===== src/rtl/mem_miss_arbiter_pkg.sv =====
// Shared types and constants for the multi-port cache miss arbiter.
package mem_arb_pkg;

    typedef enum logic [1:0] {
        IDLE  = 2'd0,
        FILL  = 2'd1,
        WRITE = 2'd2,
        DONE  = 2'd3
    } state_t;

    localparam int PRIO_FIXED = 0;
    localparam int PRIO_RR    = 1;

endpackage


===== src/rtl/mem_miss_arbiter_if.sv =====
// Cache-side request/fill signals and memory-side bus of the miss arbiter.
// slave = arbiter view, master = caches plus memory view.
interface mem_miss_arbiter_if #(
    parameter int NPORTS = 2,
    parameter int AW     = 16,
    parameter int DW     = 16
);
    logic [NPORTS-1:0]    req_valid;
    logic [NPORTS-1:0]    req_write;
    logic [NPORTS*AW-1:0] req_addr;
    logic [NPORTS*DW-1:0] req_wdata;
    logic [NPORTS-1:0]    stall;
    logic [NPORTS-1:0]    done;
    logic [NPORTS-1:0]    fill_we;
    logic [NPORTS-1:0]    fill_tag_we;
    logic [AW-1:0]        fill_addr;
    logic [DW-1:0]        fill_data;
    logic                 mem_en;
    logic                 mem_wr;
    logic [AW-1:0]        mem_addr;
    logic [DW-1:0]        mem_wdata;
    logic [DW-1:0]        mem_rdata;
    logic                 mem_rvalid;

    modport slave (
        input  req_valid, req_write, req_addr, req_wdata, mem_rdata, mem_rvalid,
        output stall, done, fill_we, fill_tag_we, fill_addr, fill_data,
               mem_en, mem_wr, mem_addr, mem_wdata
    );

    modport master (
        output req_valid, req_write, req_addr, req_wdata, mem_rdata, mem_rvalid,
        input  stall, done, fill_we, fill_tag_we, fill_addr, fill_data,
               mem_en, mem_wr, mem_addr, mem_wdata
    );

endinterface


===== src/rtl/mem_miss_arbiter_rr_arbiter.sv =====
// Request arbiter: fixed lowest-index priority or round-robin after a pointer.
// The pointer moves to the grantee only when the grant is actually taken.
module rr_arbiter
    import mem_arb_pkg::*;
#(
    parameter int N    = 2,
    parameter int MODE = PRIO_FIXED
) (
    input  logic         clk,
    input  logic         rst,
    input  logic [N-1:0] req_i,
    input  logic         upd_i,
    output logic [N-1:0] grant_o
);
    localparam int PW = (N > 1) ? $clog2(N) : 1;

    logic [PW-1:0] ptr_q;
    logic [PW-1:0] ptr_d;

    // Pick one requester: lowest index, or the first one after the pointer in RR mode
    always_comb begin : pick_blk
        logic          found;
        logic [PW-1:0] cand;
        grant_o = '0;
        ptr_d   = ptr_q;
        found   = 1'b0;
        cand    = '0;
        for (int i = 0; i < N; i++) begin
            if (MODE == PRIO_RR) begin
                cand = PW'((int'(ptr_q) + 1 + i) % N);
            end else begin
                cand = PW'(i);
            end
            if (!found && req_i[cand]) begin
                found         = 1'b1;
                grant_o[cand] = 1'b1;
                ptr_d         = cand;
            end
        end
    end

    // Pointer starts at the last port so port 0 wins first after reset
    always_ff @(posedge clk) begin
        if (rst) begin
            ptr_q <= PW'(N - 1);
        end else if (upd_i && |req_i) begin
            ptr_q <= ptr_d;
        end
    end

endmodule


===== src/rtl/mem_miss_arbiter.sv =====
// Arbitrates block-fill misses and write-through stores from NPORTS caches
// onto one shared memory port. Fills are issued one word per cycle while
// returned words are passed straight through to the granted cache.
module mem_miss_arbiter
    import mem_arb_pkg::*;
#(
    parameter int NPORTS      = 2,
    parameter int AW          = 16,
    parameter int DW          = 16,
    parameter int BLOCK_WORDS = 8,
    parameter int PRIO_MODE   = PRIO_FIXED
) (
    input  logic clk,
    input  logic rst,
    mem_miss_arbiter_if.slave bus
);
    localparam int CW   = $clog2(BLOCK_WORDS) + 1;
    localparam int WB   = DW / 8;
    localparam int OFFW = $clog2(BLOCK_WORDS * WB);

    state_t            state_q, state_d;
    logic [NPORTS-1:0] gnt_q, gnt_d, arb_gnt;
    logic [AW-1:0]     addr_q, addr_d, sel_addr;
    logic [DW-1:0]     wdata_q, wdata_d, sel_wdata;
    logic              sel_write;
    logic [CW-1:0]     issue_q, issue_d;
    logic [CW-1:0]     recv_q, recv_d;
    logic [AW-1:0]     block_base;
    logic              take;

    assign take       = (state_q == IDLE) && (|bus.req_valid);
    assign block_base = {addr_q[AW-1:OFFW], {OFFW{1'b0}}};
    assign bus.done   = (state_q == DONE) ? gnt_q : '0;
    assign bus.stall  = bus.req_valid & ~bus.done;

    rr_arbiter #(.N(NPORTS), .MODE(PRIO_MODE)) u_arb (
        .clk     (clk),
        .rst     (rst),
        .req_i   (bus.req_valid),
        .upd_i   (take),
        .grant_o (arb_gnt)
    );

    // Route the granted port's request onto the latch inputs (grant is one-hot)
    always_comb begin
        sel_addr  = '0;
        sel_wdata = '0;
        sel_write = 1'b0;
        for (int i = 0; i < NPORTS; i++) begin
            if (arb_gnt[i]) begin
                sel_addr  = sel_addr  | bus.req_addr[i*AW +: AW];
                sel_wdata = sel_wdata | bus.req_wdata[i*DW +: DW];
                sel_write = sel_write | bus.req_write[i];
            end
        end
    end

    // Sequencer: next state, fill counters and every memory/fill output
    always_comb begin
        state_d         = state_q;
        gnt_d           = gnt_q;
        addr_d          = addr_q;
        wdata_d         = wdata_q;
        issue_d         = issue_q;
        recv_d          = recv_q;
        bus.mem_en      = 1'b0;
        bus.mem_wr      = 1'b0;
        bus.mem_addr    = '0;
        bus.mem_wdata   = '0;
        bus.fill_we     = '0;
        bus.fill_tag_we = '0;
        bus.fill_addr   = '0;
        bus.fill_data   = '0;
        case (state_q)
            IDLE: begin
                if (take) begin
                    gnt_d   = arb_gnt;
                    addr_d  = sel_addr;
                    wdata_d = sel_wdata;
                    issue_d = '0;
                    recv_d  = '0;
                    state_d = sel_write ? WRITE : FILL;
                end
            end
            FILL: begin
                // Issue and receive run independently; reads return in order
                if (issue_q < CW'(BLOCK_WORDS)) begin
                    bus.mem_en   = 1'b1;
                    bus.mem_addr = block_base + AW'(issue_q) * AW'(WB);
                    issue_d      = issue_q + 1'b1;
                end
                if (bus.mem_rvalid) begin
                    bus.fill_we   = gnt_q;
                    bus.fill_data = bus.mem_rdata;
                    bus.fill_addr = block_base + AW'(recv_q) * AW'(WB);
                    recv_d        = recv_q + 1'b1;
                    if (recv_q == CW'(BLOCK_WORDS - 1)) begin
                        bus.fill_tag_we = gnt_q;
                        state_d         = DONE;
                    end
                end
            end
            WRITE: begin
                bus.mem_en    = 1'b1;
                bus.mem_wr    = 1'b1;
                bus.mem_addr  = addr_q;
                bus.mem_wdata = wdata_q;
                state_d       = DONE;
            end
            DONE: begin
                state_d = IDLE;
            end
            default: begin
                state_d = IDLE;
            end
        endcase
    end

    // Control state registers; reset aborts any transfer without a done pulse
    always_ff @(posedge clk) begin
        if (rst) begin
            state_q <= IDLE;
            gnt_q   <= '0;
            issue_q <= '0;
            recv_q  <= '0;
        end else begin
            state_q <= state_d;
            gnt_q   <= gnt_d;
            issue_q <= issue_d;
            recv_q  <= recv_d;
        end
    end

    // Latched request payload; only observed while a grant is active
    always_ff @(posedge clk) begin
        addr_q  <= addr_d;
        wdata_q <= wdata_d;
    end

endmodule


===== src/flat_wrapper.sv =====
// flat-port wrapper written by rule: the top's interface ports become plain ports
module mem_miss_arbiter_flat import mem_arb_pkg::*;
#(
    parameter int NPORTS      = 2,
    parameter int AW          = 16,
    parameter int DW          = 16,
    parameter int BLOCK_WORDS = 8,
    parameter int PRIO_MODE   = PRIO_FIXED
)
  (clk, rst, bus_req_valid, bus_req_write, bus_req_addr, bus_req_wdata, bus_mem_rdata, bus_mem_rvalid, bus_stall, bus_done, bus_fill_we, bus_fill_tag_we, bus_fill_addr, bus_fill_data, bus_mem_en, bus_mem_wr, bus_mem_addr, bus_mem_wdata);
  mem_miss_arbiter_if #(.NPORTS(NPORTS), .AW(AW), .DW(DW)) bus_i ();
  input  logic clk;
  input  logic rst;
  input wire logic [$bits(bus_i.req_valid)-1:0] bus_req_valid;
  input wire logic [$bits(bus_i.req_write)-1:0] bus_req_write;
  input wire logic [$bits(bus_i.req_addr)-1:0] bus_req_addr;
  input wire logic [$bits(bus_i.req_wdata)-1:0] bus_req_wdata;
  input wire logic [$bits(bus_i.mem_rdata)-1:0] bus_mem_rdata;
  input wire logic [$bits(bus_i.mem_rvalid)-1:0] bus_mem_rvalid;
  output wire logic [$bits(bus_i.stall)-1:0] bus_stall;
  output wire logic [$bits(bus_i.done)-1:0] bus_done;
  output wire logic [$bits(bus_i.fill_we)-1:0] bus_fill_we;
  output wire logic [$bits(bus_i.fill_tag_we)-1:0] bus_fill_tag_we;
  output wire logic [$bits(bus_i.fill_addr)-1:0] bus_fill_addr;
  output wire logic [$bits(bus_i.fill_data)-1:0] bus_fill_data;
  output wire logic [$bits(bus_i.mem_en)-1:0] bus_mem_en;
  output wire logic [$bits(bus_i.mem_wr)-1:0] bus_mem_wr;
  output wire logic [$bits(bus_i.mem_addr)-1:0] bus_mem_addr;
  output wire logic [$bits(bus_i.mem_wdata)-1:0] bus_mem_wdata;
  assign bus_i.req_valid = bus_req_valid;
  assign bus_i.req_write = bus_req_write;
  assign bus_i.req_addr = bus_req_addr;
  assign bus_i.req_wdata = bus_req_wdata;
  assign bus_i.mem_rdata = bus_mem_rdata;
  assign bus_i.mem_rvalid = bus_mem_rvalid;
  assign bus_stall = bus_i.stall;
  assign bus_done = bus_i.done;
  assign bus_fill_we = bus_i.fill_we;
  assign bus_fill_tag_we = bus_i.fill_tag_we;
  assign bus_fill_addr = bus_i.fill_addr;
  assign bus_fill_data = bus_i.fill_data;
  assign bus_mem_en = bus_i.mem_en;
  assign bus_mem_wr = bus_i.mem_wr;
  assign bus_mem_addr = bus_i.mem_addr;
  assign bus_mem_wdata = bus_i.mem_wdata;
  mem_miss_arbiter #(.NPORTS(NPORTS), .AW(AW), .DW(DW), .BLOCK_WORDS(BLOCK_WORDS), .PRIO_MODE(PRIO_MODE)) u_core (.clk(clk), .rst(rst), .bus(bus_i));
endmodule

===== config.mk =====
export PLATFORM = sky130hd
export DESIGN_NAME = mem_miss_arbiter_flat
export DESIGN_NICKNAME = d
export VERILOG_FILES = /design/src/rtl/mem_miss_arbiter_pkg.sv /design/src/rtl/mem_miss_arbiter_if.sv /design/src/rtl/mem_miss_arbiter_rr_arbiter.sv /design/src/rtl/mem_miss_arbiter.sv /design/src/flat_wrapper.sv
export SDC_FILE = /design/constraint.sdc
export NUM_CORES = 1
export LEC_CHECK = 0
export CAP_MARGIN = 15
export CORE_ASPECT_RATIO = 1.2
export CORE_MARGIN = 1.5
export CORE_UTILIZATION = 30
export DETAILED_ROUTE_END_ITERATION = 6
export HOLD_SLACK_MARGIN = 0.03
export PLACE_DENSITY = 0.68
export SYNTH_ARGS = -nofsm -noshare
export SYNTH_HDL_FRONTEND = slang
export SYNTH_HIERARCHICAL = 1
export SYNTH_SLANG_ARGS = --single-unit

===== constraint.sdc =====
create_clock -name clk -period 2.1 [get_ports clk]
set_input_delay 0.42 -clock clk [delete_from_list [all_inputs] [get_ports clk]]
set_output_delay 0.42 -clock clk [all_outputs]
set_load 0.01 [all_outputs]

# --- Yosys cells after proc, flatten, opt, wreduce, memory -nomap -nowiden ---
# Cells that the tools add are included.
word_totals:
  inputBits: 87
  wordCells: 69
  reg_bits: 44
  output_inout_bits: 74
classes:
  muxes: 35
  bitwise: 5
  magnitude_cmp: 1
  eq_ne: 8
  n_reduce_logical: 10
  add_sub_neg: 4
op_table:
  columns: ["operator", "n"]
  rows:
  - ["$mux W16", 10]
  - ["$add A16 B5 Y16", 2]
  - ["$or A16 B16 Y16", 2]
  - ["$pmux W16 S2", 1]
  - ["$mux W2", 11]
  - ["$pmux W4 S2", 2]
  - ["$mux W4", 3]
  - ["$reduce_and A3 Y1", 3]
  - ["$add A4 B1 Y4 const B", 2]
  - ["$pmux W2 S4", 1]
  - ["$mux W1", 6]
  - ["$ne A2 B1 Y1 const B", 3]
  - ["$eq A2 B2 Y1 const B", 2]
  - ["$eq A4 B3 Y1 const B", 1]
  - ["$lt A4 B4 Y1 const B", 1]
  - ["$and A2 B2 Y2", 1]
  - ["$eq A2 B1 Y1 const B", 1]
  - ["$logic_and A1 B1 Y1", 2]
  - ["$logic_not A2 Y1", 1]
  - ["$ne A2 B2 Y1 const B", 1]
  - ["$not A2 Y2", 1]
  - ["$pmux W1 S2", 1]
  - ["$reduce_and A2 Y1", 1]
  - ["$reduce_bool A2 Y1", 1]
  - ["3 further kinds", 3]

# --- Depth between registers and ports, before layout ---
logic_depth:
  depth_word: 10
  ltp_mapped: 7
  ltp_nobuf: 6

# --- Hierarchy ---
# The synthesis kept the hierarchy.
modules_own_cells:
  columns: ["module", "instances", "seq_area_each_um2", "cells_per_inst", "area_each_um2"]
  rows:
  - ["mem_miss_arbiter", 1, 1201.2, 276, 2766.4]
  - ["rr_arbiter", 1, 0.0, 2, 21.3]

# --- Worst setup path after synthesis ---
# Ideal clock, no wire load.
synth_timing:
  path_type: "flip-flop to output port"
  start: "reg u_core.issue_q[3]"
  end: "out bus_mem_addr[12]"
  path_buffers: 0
  setup_slack_ns: -0.034
  stages_incl_launch_ff: 7
  arrival_time_ns: 1.714
  path_cell_list: "dfxtp_1 > and2_1 > ha_1 > nand3_2 > or2_4 > or4_1 > a21boi_1"
synth_between:
  elab_chain_len: 3
synth_rtl:
  columns: ["item", "line_no", "text"]
  rows:
  - ["start: declaration", "mem_miss_arbiter.sv:26", "logic [CW-1:0] issue_q, issue_d;"]
  - ["start signal: assignment", "mem_miss_arbiter.sv:129", "issue_q <= issue_d;"]
  - ["$add A16 B5 Y16 or $lt A4 B4 Y1 (tied branches)", "mem_miss_arbiter.sv:89, mem_miss_arbiter.sv:87", null]
  - ["$mux W16 (*)", "mem_miss_arbiter.sv:87", "if (issue_q < CW'(BLOCK_WORDS)) begin"]
  - ["$pmux W16 S2 (*)", "mem_miss_arbiter.sv:74", "case (state_q)"]
  - ["end: declaration", "flat_wrapper.sv:28", "output wire logic [$bits(bus_i.mem_addr)-1:0] bus_mem_addr;"]
# Every way passes the cells marked *; elsewhere a longest branch is shown, timed or not.

# --- Worst setup path after layout ---
layout_timing:
  start: "reg u_core.addr_q[4]"
  end: "out bus_mem_addr[12]"
layout_between:
  elab_chain_len: 3
layout_rtl:
  columns: ["item", "line_no", "text"]
  rows:
  - ["start: declaration", "mem_miss_arbiter.sv:23", "logic [AW-1:0] addr_q, addr_d, sel_addr;"]
  - ["start signal: assignment", "mem_miss_arbiter.sv:136", "addr_q <= addr_d;"]
  - ["$add A16 B5 Y16", "mem_miss_arbiter.sv:89", "bus.mem_addr = block_base + AW'(issue_q) * AW'(WB);"]
  - ["$mux W16", "mem_miss_arbiter.sv:87", null]
  - ["$pmux W16 S2", "mem_miss_arbiter.sv:74", null]
# Every way passes these cells.

==> results.json <==
{
  "synth_cell_type_count": 51,
  "met3_length_um": 521,
  "synth_seq_area_share_pct": 43.1,
  "multi_input_area_um2": 1660,
  "die_w_um": 91.0,
  "viasPerCell": 4.67,
  "syn_area_um2": 2790,
  "postRouteAntennaNets": 0,
  "arrival_ns": 2.02,
  "crit_end": "bus_mem_addr[12]",
  "antenna_found_initial": 0,
  "peakVddDrop_v": 0.000419,
  "reg2reg_to": "u_core/issue_q[3]",
  "final_common_cell": "clkdlybuf4s50_1",
  "synth_top_cell_by_area": "edfxtp_1",
  "routed.top_layer": "met4",
  "syn-instance-count": 278,
  "place_ws_ns": -0.530,
  "max-slew-margin-rel_pct": 59.2,
  "postSynthAreaPerCell_um2": 10.0,
  "fin_util_pct": 55.4,
  "grt.total_usage_pct": 16.3,
  "drc": 0,
  "tightest_slew_ns": 0.611,
  "wl_per_cell_um": 13.8,
  "postRouteWirelength_um": 8170,
  "start_util_pct": 30.9,
  "p_total_mw": 4.32,
  "final.min_clock_period_ns": 2.44,
  "clkLatencyLatePin_ns": 0.30,
  "areaGrowthSynthToFinish_pct": 79.4,
  "rows": 38,
  "failed_checks": "negative setup slack",
  "finalCritPeriodShare_pct": 116,
  "io_pins": 161,
  "core_um2": 9030,
  "fmaxAchievable_mhz": 410,
  "end_kind": "output pin",
  "hold_buffers": 0,
  "nets": 566,
  "p_leak_nw": 2.30,
  "async_flop_share_pct": 0,
  "place.detailed.hpwl_um": 6460,
  "synthTopCellsByArea": "edfxtp_1 34%, a22o_1 10%, dfxtp_1 8.6%",
  "io_buffers": 159,
  "grt_pass1_vias": 2697,
  "grt.overflow.total": 0,
  "hold_viol_final": 0,
  "setup_slack_ns": -0.339,
  "crit_fanout": 2,
  "seqCellArea_um2": 1210,
  "required_ns": 1.68,
  "wl_met1_um": 3380,
  "cts_tree": "yes",
  "critical_path_class": "flip-flop to output pin",
  "first_pass_iters": 4,
  "r2r_cells": 8,
  "setup_viol": 15,
  "grt_max_degree": 33,
  "antenna_cells": 0,
  "clock_path_buffers": 2,
  "vias": 2758,
  "die_y_um": 109,
  "clk_pin_slew_ns": 0.09,
  "rsz0062_at_grt": "yes",
  "ys_ff_latch": 44,
  "ys_warn_count": 6,
  "skew_ns": 0.00959,
  "ff2ff_setup_slack_ns": 0.26,
  "p_per_area_nw_per_um2": 863,
  "fill_cells": 803,
  "startpoint_type": "flip-flop",
  "finalSetupTns_ns": -1.89,
  "cp-startpoint": "u_core/addr_q[4]",
  "cts_num_sinks": 44,
  "gp_congestion": 0.798,
  "dieArea_um2": 9880,
  "grt_pass1_wl_um": 12800,
  "syn_nets": 374,
  "synth_top_area_share_pct": 34.5,
  "cap_violations": 0,
  "drt_iter0_markers": 69,
  "cts_max_level": 2,
  "numCtsBuffers": 5,
  "hold_path.class": "flip-flop to flip-flop",
  "root_buffer": "clkbuf_8",
  "status": "complete, but fails checks",
  "synth_flop_cell": "edfxtp_1",
  "wl_met2_um": 4130,
  "layout-drive-gt1-share_pct": 26.1,
  "layout_common_cells": "85 x clkdlybuf4s50_1, 42 x dlygate4sd2_1, 37 x buf_4",
  "reg2reg_from": "u_core/state_q[0]",
  "synth_edf_count": 32,
  "maxSlewViolCount": 0
}
-- what timing repair did --
item | CTS | global route
pin swaps | 14 | 10
endpoints found under the setup margin | 71 | 31
setup buffers | 3 | 3
gates resized for setup | 184 | 24
gates cloned | 0 | 0
hold endpoints to repair | 0 | 0
-- cell usage after synthesis (2+ instances only) --
cell type,n
ha_1,9
mux2i_1,7
o21ai_0,3
a22oi_1,7
nand2_1,4
edfxtp_1,32
o21a_1,2
xor2_1,3
nand3_1,4
a22o_1,32
and2_1,29
nor2b_1,11
nand4_1,2
buf_4,2
xnor2_1,11
nor3_1,5
dfxtp_1,12
nor2_1,23
and3_1,24
a21oi_1,4
inv_1,4
clkbuf_1,18
nor4_1,2
-- cells by family (layout without fill, tap and decap cells) --
family,count (synthesis),count (layout),synth area share [%]
other cells,1,1,0.135
flops,44,44,43.1
compound gates,59,59,17.5
simple gates,117,117,24.4
xor+xnor,14,14,4.40
buf+inv,27,220,3.99
fa+ha+maj,9,9,4.04
mux,7,7,2.51
-- worst min path at each step --
stage / start / slack (ns) / endpoint / depth (start not counted)
after CTS: u_core/gnt_q[0] / 0.55 / u_core/gnt_q[0] / 2
after floorplan: u_core/issue_q[3] / 0.47 / u_core/issue_q[3] / 2
final: u_core/gnt_q[0] / 0.54 / u_core/gnt_q[0] / 2
after global routing: u_core/gnt_q[1] / 0.59 / u_core/gnt_q[1] / 2
after global placement: u_core/gnt_q[1] / 0.53 / u_core/gnt_q[1] / 2
after detailed placement: u_core/gnt_q[0] / 0.52 / u_core/gnt_q[0] / 2
-- cell type report --
class	instances	share of cell area (%)
repair buffers	208	37.5
clock buffers	5	1.38
well taps	120	3.00
multi-input cells	207	33.1
clock inverters	3	0.475
inverters	4	0.400
flip-flops and latches	44	24.1
-- routing by layer --
layer | global-route usage, % | up-vias
met1 | 18.8 | 1252
met4 | 4.69 | 0
met2 | 29.6 | 98
li1 | - | 1400
met5 | 0 | -
met3 | 4.01 | 8
-- registers in the layout (all words and copies together), names as in the netlist --
register / count
u_core/addr_q: 16
u_core/recv_q: 4
u_core/gnt_q: 2
u_core/wdata_q: 16
u_core/issue_q: 4
u_core/state_q: 2
-- where the power goes --
part | leakage (nW) | switching [mW] | internal, mW
Combinational | 1.84 | 1.15 | 1.27
Sequential | 0.418 | 0.129 | 1.25
Clock | 0.0404 | 0.296 | 0.236
-- critical path, stage by stage (launching register included) --
cell      delay [ns]
edfxtp_1        0.36
and2_4          0.15
ha_4            0.13
nand3_2         0.06
or2_4           0.24
or4_4           0.49
a21boi_2        0.16
buf_2           0.14
-- through the flow --
step / std cells / area (um^2) / hold slack [ns]
CTS: 588 / 4910 / 0.545
global route: 591 / 5000 / 0.590
floorplan: 278 / 2800 / 0.472
finish: 591 / 5000 / 0.539
global placement: 577 / 4810 / 0.527
detailed placement: 577 / 4810 / 0.523
Note: power is estimated with default switching activity, not from simulation.
==> RTL edit 1: new RTL, config.mk and constraints unchanged <==
Re-encode `state_t` (4 states) as one-hot, 4 bits wide.
--- a/src/rtl/mem_miss_arbiter_pkg.sv
+++ b/src/rtl/mem_miss_arbiter_pkg.sv
@@ -3,7 +3,7 @@
 
-    typedef enum logic [1:0] {
-        IDLE  = 2'd0,
-        FILL  = 2'd1,
-        WRITE = 2'd2,
-        DONE  = 2'd3
+    typedef enum logic [3:0] {
+        IDLE  = 4'b0001,
+        FILL  = 4'b0010,
+        WRITE = 4'b0100,
+        DONE  = 4'b1000
     } state_t;
Function: no difference found for any inputs over 10 cycles, from zero or initial values and one cycle with rst high; not proved beyond that.
==> RTL edit 1 against the unedited design <==
  * First-iteration DRC count rose by 110%
  * Largest cell class unchanged
  * Non-clock buffer count grew 24
  * Setup slack better by 160 ps
  * Wire length rose by 11%
  * Design area up 10%
  * Sequential cell count is 2 higher
  * Area after synthesis grew 0.72%
  * Critical path depth is the same
  * The flow still finishes with violations (negative setup slack)
Power is not compared: it rests on default switching activity, and its combinational part moved more than twofold at a synthesized area within 25%.
==> RTL edit 1: results <==
{
  "dpl.hpwl_mm": 6.60,
  "place_inst": 574,
  "status": "finished, violations left",
  "layoutNonFillerInstCount": 615,
  "fill_cells": 766,
  "finalSetupViolCount": 36,
  "r2r_start": "u_core/state_q[0]$_SDFFE_PP1P_",
  "max-slew-margin-rel": 0.629,
  "gp_congestion": 0.779,
  "finClkSkew_ps": 12.7,
  "setup_ws_ps": -176,
  "rr_worst_depth": 6,
  "dp_slack_ps": -280,
  "yosysUniqueCellTypes": 49,
  "first_pass_iters": 6,
  "netlist_top_cells_count": "a22o_1 (36), edfxtp_1 (32), and2_1 (29), and3_1 (26)",
  "syn_nets": 371,
  "grt_pass1_vias": 2955,
  "crit_slowest_cell": "or3_4",
  "routed_via_density": 4.84,
  "max_stage_delay_ps": 410,
  "syn_inst": 279,
  "grt_first_pass_wirelength_mm": 14.0,
  "wl_met2_mm": 4.90,
  "drive_above_1_share": 0.455,
  "routedWlPerCell_um": 14.7,
  "drt_iter0_markers": 147,
  "violations": "negative setup slack"
}
-- RTL edit 1: cell types whose count changed after synthesis, sizes merged, moves of 4 or more --
cell    delta
a22oi      -5
clkbuf     -5
nor2b      -8
mux2i      -5
a21oi      +4
nand2      +9
nor2       -9
a22o       +4
ha         -4
buf        +7
nand3      +6
-- RTL edit 1: power groups by stage --
stage	sequential [mW]	combinational, mW	clock (mW)
6_report	1.22	0.910	0.594
4_1_cts	1.21	0.817	0.616
3_3_place_gp	1.22	0.740	0
2_1_floorplan	1.20	0.325	0
3_5_place_dp	1.23	0.751	0
5_1_grt	1.24	0.981	0.651
-- RTL edit 1: kinds of logic (layout without fill, tap and decap cells) --
logic type | after synthesis | after routing | synth area share
AOI/OAI and AO/OA | 57 | 57 | 0.158
DFF | 46 | 46 | 0.442
adders and majority gates | 5 | 5 | 0.0223
muxes | 2 | 2 | 0.00713
xor gates and xnor gates | 13 | 13 | 0.0406
other | 1 | 1 | 0.00134
buffers and inverters | 28 | 243 | 0.0526
and+or+nand+nor | 127 | 128 | 0.276
-- RTL edit 1: layer usage --
metal,up-vias,GRT usage
li1,1460,-
met1,1372,0.196
met2,132,0.328
met3,11,0.0411
met4,0,0.0703
met5,-,0
-- RTL edit 1: how the worst max path moves through the flow --
stage / slack, ps / end
floorplan: 260 / bus_mem_addr[6]
global placement: -260 / bus_fill_tag_we[0]
detailed placement: -280 / bus_mem_addr[14]
CTS: -190 / bus_mem_addr[14]
global route: -260 / bus_mem_addr[14]
finish: -180 / bus_mem_addr[14]
-- RTL edit 1: area by class of cell --
type	instances	share of cell area
flip-flops and latches	46	0.227
inverters	3	0.00227
multi-input cells	206	0.323
clock buffers	6	0.0171
repair buffers	232	0.402
well taps	120	0.0273
clock inverters	2	0.00182
==> RTL edit 2: new RTL, same flow settings <==
Made on the original files. `NPORTS` is set to 2 in 3 places; all go to 4.
--- a/src/rtl/mem_miss_arbiter_if.sv
+++ b/src/rtl/mem_miss_arbiter_if.sv
@@ -3,3 +3,3 @@
 interface mem_miss_arbiter_if #(
-    parameter int NPORTS = 2,
+    parameter int NPORTS = 4,
     parameter int AW     = 16,
--- a/src/rtl/mem_miss_arbiter.sv
+++ b/src/rtl/mem_miss_arbiter.sv
@@ -6,3 +6,3 @@
 #(
-    parameter int NPORTS      = 2,
+    parameter int NPORTS      = 4,
     parameter int AW          = 16,
--- a/src/flat_wrapper.sv
+++ b/src/flat_wrapper.sv
@@ -3,3 +3,3 @@
 #(
-    parameter int NPORTS      = 2,
+    parameter int NPORTS      = 4,
     parameter int AW          = 16,
Interface: changed (8 resized); port bits go from 161 to 237. No check against the original RTL was run, so the function may have changed too.
==> RTL edit 2 against the unedited design <==
  * The run ends with design-rule violations, negative setup slack left
  * Sequential share of layout area decreased by 5.2 points
  * First-iteration DRC count increased to 2.6 times the old value
  * Utilization up 6.7 points
  * Sequential cell count is 2 higher
  * Die area increased by 18%
  * Highest routed layer unchanged
  * Power up 33%
  * Synthesized cell count increased by 35%
  * Wire length is 69% higher
  * Area after synthesis is 18% higher
  * Design area grew 32%
  * Largest cell class unchanged
  * Setup slack improved by 180 ps
  * Register-to-register slack better by 170 ps
  * Worst hold slack improved by 20 ps
==> RTL edit 2: results <==
{
  "seq_cells": 46,
  "finalSetupTns_ps": -1080,
  "min_from": "u_core/issue_q[1]$_SDFFE_PP0P_",
  "finish.net_count": 819,
  "syn_nets": 540,
  "dr_wl_met3_mm": 1.14,
  "buffer_area_frac": 0.424,
  "fin_util": 0.621,
  "holdWs_ps": 560,
  "multi_input_area_um2": 2190,
  "violations": "design-rule violations, negative setup slack",
  "netlist_top_cells_count": "a22oi_1 (71), nand2_1 (42), and2_1 (34), edfxtp_1 (32)",
  "place_inst": 755,
  "grt_first_pass_wirelength_mm": 21.3,
  "routed_via_density": 5.09,
  "hold_end": "u_core/issue_q[1]$_SDFFE_PP0P_",
  "gr-usage-met2": 0.435,
  "ff_latch_area_um2": 1250,
  "wl_met1_mm": 5.30,
  "clkSlewWorstSetupHoldPaths_ps": 60,
  "inv_count": 7,
  "gp_congestion": 0.873,
  "taps": 129,
  "clkCellAreaFrac": 0.0252,
  "arrival_ps": 1840,
  "cellLeakagePower_nw": 2.95,
  "status": "finished, violations left",
  "p_int_mw": 3.58,
  "pwr-share-seq": 0.270,
  "finalSetupViolCount": 12,
  "dp_slack_ps": -491,
  "insertion_delay_ps": 280,
  "portBuffers": 235,
  "post_dp_cell_area_um2": 6100,
  "seq_area_frac_synth": 0.377,
  "drive_above_1_share": 0.242,
  "r2r_start": "u_core/state_q[1]$_SDFFE_PP0P_",
  "wl_met2_mm": 7.25,
  "grt_util_met1": 0.268,
  "synth_area_leaders": "edfxtp_1 (29%), a22oi_1 (16%), dfxtp_1 (8.5%), and2_1 (6.5%), nand2_1 (4.8%)",
  "finClkSkew_ps": 2.90,
  "cts-root-buf": "clkbuf_16",
  "clockBufferCount": 6,
  "syn_inst": 376,
  "r2r_slack_ps": 430,
  "dpl.hpwl_mm": 10.5,
  "grt_max_degree": 34,
  "drc": 9,
  "first_pass_iters": 7,
  "setup_ws_ps": -164,
  "crit_slowest_cell": "edfxtp_1",
  "reg2reg_to": "u_core/issue_q[2]$_SDFFE_PP0P_",
  "nMultiInputCombCells": 289,
  "use_met3": 0.0499,
  "fill_cells": 936
}
## RTL edit 2: cell types whose count changed after synthesis, sizes merged, moves of 4 or more
| cell | unedited run | this run |
|---|---|---|
| and2 | 30 | 34 |
| a22o | 32 | 0 |
| nor3 | 5 | 10 |
| buf | 4 | 9 |
| nor2b | 12 | 7 |
| clkbuf | 19 | 25 |
| a22oi | 7 | 72 |
| nand2 | 5 | 42 |
## RTL edit 2: logic make-up (layout without fill, tap and decap cells)
group | count (synthesis) | after routing | synth area share
AOI/OAI and AO/OA | 95 | 95 | 0.214
xor gates and xnor gates | 12 | 12 | 0.0319
adders and majority gates | 9 | 9 | 0.0342
buffers and inverters | 41 | 321 | 0.0520
DFF | 46 | 46 | 0.377
muxes | 8 | 8 | 0.0243
other | 1 | 1 | 0.00114
and+or+nand+nor | 164 | 164 | 0.265
## RTL edit 2: repair_timing
action | in CTS | in global routing
setup buffers | 15 | 7
resized for setup | 217 | 41
endpoints found under the setup margin | 80 | 45
gates cloned | 2 | 0
pin swaps | 23 | 17
